<file path="src/rtl/jtag_pkg.sv">
// Shared types and constants for the RISC-V JTAG debug transport module:
// TAP states, IR opcodes, scan-register widths and DR selection decode.
package jtag_pkg;

  localparam int unsigned IR_W    = 5;
  localparam int unsigned DTMCS_W = 32;
  localparam int unsigned DMI_W   = 66;
  localparam int unsigned DMI_AW  = 32;
  localparam int unsigned DMI_DW  = 32;

  localparam logic [IR_W-1:0] IR_IDCODE = 5'h01;
  localparam logic [IR_W-1:0] IR_DTMCS  = 5'h10;
  localparam logic [IR_W-1:0] IR_DMI    = 5'h11;

  localparam logic [1:0] DMI_OP_NOP   = 2'd0;
  localparam logic [1:0] DMI_OP_READ  = 2'd1;
  localparam logic [1:0] DMI_OP_WRITE = 2'd2;
  localparam logic [1:0] DMI_ST_BUSY  = 2'd3;

  typedef enum logic [3:0] {
    TEST_LOGIC_RESET, RUN_TEST_IDLE,
    SELECT_DR, CAPTURE_DR, SHIFT_DR, EXIT1_DR, PAUSE_DR, EXIT2_DR, UPDATE_DR,
    SELECT_IR, CAPTURE_IR, SHIFT_IR, EXIT1_IR, PAUSE_IR, EXIT2_IR, UPDATE_IR
  } tap_state_e;

  typedef enum logic [1:0] {SEL_BYPASS, SEL_IDCODE, SEL_DTMCS, SEL_DMI} dr_sel_e;

  function automatic dr_sel_e decode_ir(input logic [IR_W-1:0] ir);
    case (ir)
      IR_IDCODE: return SEL_IDCODE;
      IR_DTMCS:  return SEL_DTMCS;
      IR_DMI:    return SEL_DMI;
      default:   return SEL_BYPASS;
    endcase
  endfunction

endpackage

</file>
<file path="src/rtl/jtag_tap.sv">
// IEEE 1149.1 TAP controller: 16-state FSM driven by TMS, state exported.
module jtag_tap
  import jtag_pkg::*;
(
  input  logic       i_clk,
  input  logic       i_rst,
  input  logic       i_tms,
  output logic [3:0] o_state
);

  tap_state_e r_state;

  always_ff @(posedge i_clk) begin
    if (i_rst) begin
      r_state <= TEST_LOGIC_RESET;
    end else begin
      case (r_state)
        TEST_LOGIC_RESET: r_state <= i_tms ? TEST_LOGIC_RESET : RUN_TEST_IDLE;
        RUN_TEST_IDLE:    r_state <= i_tms ? SELECT_DR : RUN_TEST_IDLE;
        SELECT_DR:        r_state <= i_tms ? SELECT_IR : CAPTURE_DR;
        CAPTURE_DR:       r_state <= i_tms ? EXIT1_DR : SHIFT_DR;
        SHIFT_DR:         r_state <= i_tms ? EXIT1_DR : SHIFT_DR;
        EXIT1_DR:         r_state <= i_tms ? UPDATE_DR : PAUSE_DR;
        PAUSE_DR:         r_state <= i_tms ? EXIT2_DR : PAUSE_DR;
        EXIT2_DR:         r_state <= i_tms ? UPDATE_DR : SHIFT_DR;
        UPDATE_DR:        r_state <= i_tms ? SELECT_DR : RUN_TEST_IDLE;
        SELECT_IR:        r_state <= i_tms ? TEST_LOGIC_RESET : CAPTURE_IR;
        CAPTURE_IR:       r_state <= i_tms ? EXIT1_IR : SHIFT_IR;
        SHIFT_IR:         r_state <= i_tms ? EXIT1_IR : SHIFT_IR;
        EXIT1_IR:         r_state <= i_tms ? UPDATE_IR : PAUSE_IR;
        PAUSE_IR:         r_state <= i_tms ? EXIT2_IR : PAUSE_IR;
        EXIT2_IR:         r_state <= i_tms ? UPDATE_IR : SHIFT_IR;
        UPDATE_IR:        r_state <= i_tms ? SELECT_DR : RUN_TEST_IDLE;
        default:          r_state <= TEST_LOGIC_RESET;
      endcase
    end
  end

  assign o_state = r_state;

endmodule

</file>
<file path="src/rtl/jtag_dtm.sv">
// RISC-V debug transport module: IR/DR scan chains behind the TAP and a
// single-outstanding DMI request/ack interface toward the debug module.
module jtag_dtm
  import jtag_pkg::*;
#(
  parameter logic [3:0]  VERSION     = 4'h0,
  parameter logic [15:0] PART_NUMBER = 16'h1,
  parameter logic [10:0] MANUFLD     = 11'h12
) (
  input  logic        jtag_tck_i,
  input  logic        jtag_trst_i,
  input  logic        jtag_tms_i,
  input  logic        jtag_tdi_i,
  output logic        jtag_tdo_o,
  output logic        jtag_tdo_enable_o,
  input  logic        dmi_ack_i,
  input  logic [1:0]  dmi_op_i,
  input  logic [31:0] dmi_rdata_i,
  input  logic        dmi_rdata_valid_i,
  output logic [31:0] dmi_addr_o,
  output logic [31:0] dmi_wdata_o,
  output logic        dmi_we_o,
  output logic        dmi_req_o,
  input  logic [3:0]  dtmcs_version_i,
  input  logic [5:0]  dtmcs_abits_i,
  input  logic [1:0]  dtmcs_dmistat_i,
  input  logic [2:0]  dtmcs_idle_i,
  output logic        dtmcs_dmireset_o,
  output logic        dtmcs_dmihardreset_o
);

  logic [3:0]  w_state_raw;
  tap_state_e  w_state;
  dr_sel_e     w_sel;

  logic [IR_W-1:0]    r_ir, r_ir_sh;
  logic [DMI_W-1:0]   r_dr;
  logic [DMI_AW-1:0]  r_addr;
  logic [DMI_DW-1:0]  r_wdata, r_rdata;
  logic               r_we, r_req;
  logic [1:0]         r_sticky;
  logic               r_dmireset, r_hardreset;

  logic [1:0]         w_dmistat;
  logic [DTMCS_W-1:0] w_dtmcs, w_idcode;
  logic [DMI_W-1:0]   w_dmi_cap;
  logic [1:0]         w_dr_op;

  jtag_tap u_tap (
    .i_clk   (jtag_tck_i),
    .i_rst   (jtag_trst_i),
    .i_tms   (jtag_tms_i),
    .o_state (w_state_raw)
  );

  assign w_state   = tap_state_e'(w_state_raw);
  assign w_sel     = decode_ir(r_ir);
  assign w_dmistat = (r_sticky != '0) ? r_sticky : dtmcs_dmistat_i;
  assign w_dtmcs   = {14'b0, 2'b00, 1'b0, dtmcs_idle_i, w_dmistat,
                      dtmcs_abits_i, dtmcs_version_i};
  assign w_idcode  = {VERSION, PART_NUMBER, MANUFLD, 1'b1};
  assign w_dmi_cap = {r_addr, r_rdata, r_req ? DMI_ST_BUSY : r_sticky};
  assign w_dr_op   = r_dr[1:0];

  always_ff @(posedge jtag_tck_i) begin
    if (jtag_trst_i) begin
      r_ir        <= IR_IDCODE;
      r_ir_sh     <= '0;
      r_dr        <= '0;
      r_addr      <= '0;
      r_wdata     <= '0;
      r_rdata     <= '0;
      r_we        <= 1'b0;
      r_req       <= 1'b0;
      r_sticky    <= '0;
      r_dmireset  <= 1'b0;
      r_hardreset <= 1'b0;
    end else begin
      r_dmireset  <= 1'b0;
      r_hardreset <= 1'b0;

      // Completion is applied first so a same-edge DMI update still sees the
      // old pending request and its busy marking overrides the sticky write.
      if (r_req && dmi_ack_i) begin
        r_req <= 1'b0;
        r_we  <= 1'b0;
        if (dmi_op_i != DMI_OP_NOP) r_sticky <= dmi_op_i;
        if (dmi_rdata_valid_i)      r_rdata  <= dmi_rdata_i;
      end

      case (w_state)
        TEST_LOGIC_RESET: r_ir    <= IR_IDCODE;
        CAPTURE_IR:       r_ir_sh <= 5'b00001;
        SHIFT_IR:         r_ir_sh <= {jtag_tdi_i, r_ir_sh[IR_W-1:1]};
        UPDATE_IR:        r_ir    <= r_ir_sh;
        CAPTURE_DR: begin
          case (w_sel)
            SEL_IDCODE: r_dr <= {34'b0, w_idcode};
            SEL_DTMCS:  r_dr <= {34'b0, w_dtmcs};
            SEL_DMI:    r_dr <= w_dmi_cap;
            default:    r_dr <= '0;
          endcase
        end
        SHIFT_DR: begin
          case (w_sel)
            SEL_DMI:               r_dr <= {jtag_tdi_i, r_dr[DMI_W-1:1]};
            SEL_IDCODE, SEL_DTMCS: r_dr <= {34'b0, jtag_tdi_i, r_dr[DTMCS_W-1:1]};
            default:               r_dr <= {65'b0, jtag_tdi_i};
          endcase
        end
        UPDATE_DR: begin
          if (w_sel == SEL_DTMCS) begin
            if (r_dr[16]) begin
              r_dmireset <= 1'b1;
              r_sticky   <= '0;
            end
            if (r_dr[17]) begin
              r_hardreset <= 1'b1;
              r_sticky    <= '0;
              r_req       <= 1'b0;
              r_we        <= 1'b0;
            end
          end else if (w_sel == SEL_DMI) begin
            if (r_req) begin
              r_sticky <= DMI_ST_BUSY;
            end else if ((w_dr_op == DMI_OP_READ || w_dr_op == DMI_OP_WRITE)
                         && r_sticky == '0) begin
              r_addr  <= r_dr[65:34];
              r_wdata <= r_dr[33:2];
              r_we    <= (w_dr_op == DMI_OP_WRITE);
              r_req   <= 1'b1;
            end
          end
        end
        default: ;
      endcase
    end
  end

  assign jtag_tdo_enable_o    = (w_state == SHIFT_IR) || (w_state == SHIFT_DR);
  assign jtag_tdo_o           = (w_state == SHIFT_IR) ? r_ir_sh[0] :
                                (w_state == SHIFT_DR) ? r_dr[0] : 1'b0;
  assign dmi_addr_o           = r_addr;
  assign dmi_wdata_o          = r_wdata;
  assign dmi_we_o             = r_we;
  assign dmi_req_o            = r_req;
  assign dtmcs_dmireset_o     = r_dmireset;
  assign dtmcs_dmihardreset_o = r_hardreset;

endmodule

</file>
<file path="config.mk">
export PLATFORM = sky130hd
export DESIGN_NAME = jtag_dtm
export DESIGN_NICKNAME = d
export VERILOG_FILES = /design/src/rtl/jtag_pkg.sv /design/src/rtl/jtag_tap.sv /design/src/rtl/jtag_dtm.sv
export SDC_FILE = /design/constraint.sdc
export NUM_CORES = 1
export LEC_CHECK = 0
export CAP_MARGIN = 0
export CORE_ASPECT_RATIO = 0.9
export CORE_MARGIN = 3
export CORE_UTILIZATION = 40
export DETAILED_ROUTE_END_ITERATION = 12
export PLACE_DENSITY_LB_ADDON = 0.25
export SKIP_CTS_REPAIR_TIMING = 1
export SLEW_MARGIN = 20
export SYNTH_ARGS = -nofsm -noshare
export SYNTH_HDL_FRONTEND = slang
export SYNTH_HIERARCHICAL = 1
export SYNTH_SLANG_ARGS = --single-unit
export TNS_END_PERCENT = 1
</file>
<file path="constraint.sdc">
create_clock -name jtag_tck_i -period 4.84 [get_ports jtag_tck_i]
set_input_delay 1.452 -clock jtag_tck_i [delete_from_list [all_inputs] [get_ports jtag_tck_i]]
set_output_delay 1.452 -clock jtag_tck_i [all_outputs]
set_load 0.005 [all_outputs]
</file>
* Word level (Yosys, flattened, before mapping)
Index checks and enable logic that the tools add are counted.
** Word-level totals
- Input port bits :: 55
- Output and inout port bits :: 70
- Register bits after elaboration :: 182
** Operators by class
- Mux-type cells :: 47
- Reduce and logical (&&, ||, !) cells :: 18
- Bitwise operators :: 3
- Equality and inequality tests :: 23
** Operators by type and width (count)
- 66-bit one-hot mux with 2 select lines :: 2
- 66-bit one-hot mux with 3 select lines :: 1
- 4-bit one-hot mux with 12 select lines :: 1
- 4-bit equality test (second input constant) :: 8
- 2-bit 2-to-1 mux :: 13
- 1-bit 2-to-1 mux :: 21
- 5-bit one-hot mux with 2 select lines :: 2
- 4-bit by 3-bit equality test with 1-bit output (second input constant) :: 4
- 4-bit 2-to-1 mux :: 4
- 5-bit equality test (second input constant) :: 2
- 2-bit nonzero test :: 5
- 4-bit by 2-bit equality test with 1-bit output (second input constant) :: 2
- 2-bit equality test (second input constant) :: 3
- 3-bit 2-to-1 mux :: 2
- 2-bit one-hot mux with 3 select lines :: 1
- 2-bit OR reduction :: 3
- 3-bit OR reduction :: 2
- 5-bit by 1-bit equality test with 1-bit output (second input constant) :: 1
- 5-bit AND reduction :: 1
- 2-bit by 1-bit equality test with 1-bit output (second input constant) :: 2
- 4-bit by 1-bit equality test with 1-bit output (second input constant) :: 1
- 4-bit zero test :: 1
- 1-bit inverter :: 3
- 1-bit logical AND :: 2
- 3 further kinds :: 4

* Depth between registers and ports, before layout
- Word-level depth :: 8
- Gate-level depth with buffers :: 10
- Mapped depth without buffers :: 7

* Cells and area by module
The synthesis kept the hierarchy.
** By module, submodules not included
- jtag_dtm :: instances 1, area each 7502.2 um2, cells each 891
- jtag_tap :: instances 1, area each 306.5 um2, cells each 36

* Worst setup path after synthesis
OpenSTA, ideal clock, no wires.
- Path type :: register to output
- Start :: register u_tap.r_state[3], in the netlist u_tap/o_state[3]
- End :: output jtag_tdo_o
- Data arrival time :: 1.749 ns
- Cell stages (with the launch flop) :: 7
- Setup slack :: 1.639 ns
- Cells stage by stage :: dfxtp_1 buf_2 or4b_1 clkbuf_1 clkbuf_1 clkbuf_1 o21ai_0
** Between the ends
- Word-level cells in the longest chain between the ends :: 3
** RTL lines
- from (decl) :: line jtag_tap.sv:11 : tap_state_e r_state;
- from (signal assigned) :: line jtag_tap.sv:18 : TEST_LOGIC_RESET: r_state <= i_tms ? TEST_LOGIC_RESET : RUN_TEST_IDLE;
- from (signal assigned) :: line jtag_tap.sv:19 : RUN_TEST_IDLE: r_state <= i_tms ? SELECT_DR : RUN_TEST_IDLE;
- from (signal assigned) :: line jtag_tap.sv:20 : SELECT_DR: r_state <= i_tms ? SELECT_IR : CAPTURE_DR;
- 4-bit by 3-bit equality test with 1-bit output :: line jtag_dtm.sv:142 : (w_state == SHIFT_DR) ? r_dr[0] : 1'b0;
- 1-bit 2-to-1 mux :: line jtag_dtm.sv:142
- 1-bit 2-to-1 mux * :: line jtag_dtm.sv:141 : assign jtag_tdo_o = (w_state == SHIFT_IR) ? r_ir_sh[0] :
- to (decl) :: line jtag_dtm.sv:14 : output logic jtag_tdo_o,
Mark *: on every way between the ends. The rest lies on a longest branch, timed or not.

* Worst setup path after layout
- Start :: register u_tap.r_state[2], in the netlist u_tap/o_state[2]
- End :: output jtag_tdo_o
The elaborated chain is that of the path after synthesis.

==> reports/qor.csv <==
metric,value,unit
Pwr Density,322,nW/µm²
Multi-input gate area,3680,µm²
drt total wl,22000,µm
Detailed Route Iter0 Violations,490,
Post-Syn Area,7810,µm²
wire per inst,17.6,µm
clk slew on worst S/H paths,0.06,ns
Die Span X,153,µm
routed vias,6996,
Int Pwr,2.42,mW
Worst Hold Class,reg2reg,
Num CTS Buffers,17,
Worst VDD drop,0.000170,V
first-pass GRT wire length,35300,µm
crit share post-route,0.825,
critical path class,reg2out,
status,"complete, no violations",
largest buffer count on any clock path,2,
largest net degree at the start of global routing,87,
Clock Sinks,182,
Yosys reg bits,182,
diode count,0,
htree depth,4,
Gate power share,0.053,
DRT Pass-1 Iters,5,
worst-margin pin slew,0.932,ns
synth warn,6,
I/O Buffers,124,
Worst Setup End Kind,primary output,
Syn-to-layout area delta,23.8,%
initial core utilization,0.416,
# rows,47,
share of power burned in registers,0.490,
gpl congestion,0.832,
critical-path cell list,"or4b_2, o21ai_0, clkdlybuf4s50_1",
Top delay family on crit path,flip-flops,
vias in the first global route,6674,
Antenna Nets Post-Route,0,
post-synthesis sequential area ratio,0.467,
Power Total,3.12,mW
WP buf/inv,1,
Top Ports,125,
syn avg cell area,8.42,µm²
core region area,18800,µm²
CP Launch Type,register,
global route overflow,0,
Worst slew margin,0.379,
register area,3640,µm²
CP max-delay cell,dfxtp_1,
Final setup viols,0,
Worst Clk Skew,0.0110,ns
"most common cell after layout, fill and taps aside",dfxtp_1,
hpwl dp,13200,µm
syn_nets,985,
DRC viols,0,
min cycle time layout,3.99,ns
antenna violations before repair,0,
net load switching power,0.701,mW
share of cells above drive strength 1,0.0986,
most frequent cells in the layout,"dfxtp_1, a21oi_1, clkdlybuf4s50_1",
Die Ht,139,µm
Final nets,1050,
Max Freq,250,MHz
Fin. Hold Viols,0,
GR Util All Layers,0.201,
Via density,5.60,
worst skew pair latency,0.43,ns
CP Max Fanout,23,
die area,21200,µm²
fill count,1788,
library cells used by synthesis,54,
maxcap violations,0,
unrepaired setup endpoints after global routing,false,
CTS tree,built,
"Core Util, Final",0.516,
delay of the slowest cell on the worst path,0.73,ns
Syn Inst Count,927,
final hold slack,0.456,ns
setup_tns,0,ns
Root Driver,clkbuf_16,
Pins Over Slew Limit,0,
Worst EP required,3.39,ns
Pleak,3.15,nW
Clock power frac,0.457,
Crit path arrival time,2.54,ns
Sw Share,0.225,
-- path summary, 6_finish.rpt --
path / from / endpoint / slack (ns) / depth (start not counted)
worst max-delay path: u_tap/o_state[2] / jtag_tdo_o / 0.85 / 3
worst min-delay path: r_rdata[25] / r_rdata[25] / 0.46 / 2
worst max register to register: r_ir[0] / dmi_we_o / 1.52 / 5
worst min register to register: r_rdata[25] / r_rdata[25] / 0.46 / 2
-- tightest hold or removal path, stage by stage (launching register included) --
cell	delay [ns]
dfxtp_1	0.31
nand2_1	0.05
a21oi_1	0.05
-- final cells by class --
| type | count | area share |
|---|---|---|
| tap | 245 | 0.0317 |
| timing repair buffer | 141 | 0.141 |
| multi-input combinational | 632 | 0.381 |
| sequential | 182 | 0.377 |
| clock inverter | 11 | 0.0153 |
| clock buffer | 20 | 0.0472 |
| inverter | 18 | 0.00699 |
-- cells in the mapped netlist (all sizes together) --
library cell	instances	share of area
a2111oi	4	0.0071
a211oi	20	0.020
a21boi	3	0.0029
a21o	2	0.0019
a21oi	131	0.084
a221o	1	0.0013
a221oi	12	0.013
a22oi	41	0.039
a311oi	5	0.0056
a31oi	1	0.00080
a41oi	1	0.0011
and2	1	0.00096
and3	1	0.00080
and3b	1	0.0011
and4	1	0.0011
buf	24	0.023
clkbuf	71	0.034
dfxtp	182	0.47
ha	3	0.0048
inv	18	0.0087
mux2	34	0.049
nand2	75	0.036
nand2b	2	0.0016
nand3	94	0.060
nand3b	4	0.0038
nor2	73	0.035
nor2b	3	0.0024
nor3	5	0.0038
nor3b	3	0.0029
nor4	3	0.0024
nor4b	5	0.0064
o211ai	3	0.0029
o21a	2	0.0019
o21ai	76	0.049
o21bai	2	0.0019
o31ai	1	0.00096
o32ai	10	0.011
or2	1	0.00080
or2b	1	0.00096
or3	2	0.0016
or3b	1	0.0011
or4b	4	0.0056
-- cell families after synthesis --
logic type                 count (synthesis)  share of synthesized area
buffers and inverters                    113                     0.0657
DFF                                      182                      0.467
muxes                                     34                     0.0490
adders and majority gates                  3                    0.00481
and+or+nand+nor                          280                      0.169
AOI/OAI and AO/OA                        315                      0.245
-- per-stage QoR --
step,worst slack (ns),area [µm²],cells
2_1_floorplan,1.64,7810,927
3_3_place_gp,1.35,9070,1218
3_5_place_dp,1.29,9070,1218
4_1_cts,0.833,9670,1249
5_1_grt,0.711,9670,1249
6_report,0.845,9670,1249
-- state kept, by name, indices dropped and copies added (netlist names) --
name / flops
dmi_addr_o: 32
dtmcs_dmihardreset_o: 1
dmi_we_o: 1
dmi_wdata_o: 32
u_tap/o_state: 4
dmi_req_o: 1
dtmcs_dmireset_o: 1
r_ir: 5
r_sticky: 2
r_ir_sh: 5
r_dr: 66
r_rdata: 32
-- power by group through the flow --
stage | logic, mW | clock network, mW | registers [mW]
3_5_place_dp | 0.164 | 0 | 1.56
6_report | 0.165 | 1.42 | 1.53
4_1_cts | 0.165 | 1.45 | 1.53
3_3_place_gp | 0.164 | 0 | 1.56
2_1_floorplan | 0.0973 | 0 | 1.55
5_1_grt | 0.179 | 1.51 | 1.53
-- layer usage --
metal	GRT usage	vias up	wire [µm]
met5	0	-	0
met4	0.0558	0	267
met3	0.0515	22	1380
met2	0.304	214	9620
met1	0.285	3302	10700
li1	-	3458	-
(Power assumes the default switching activity.)
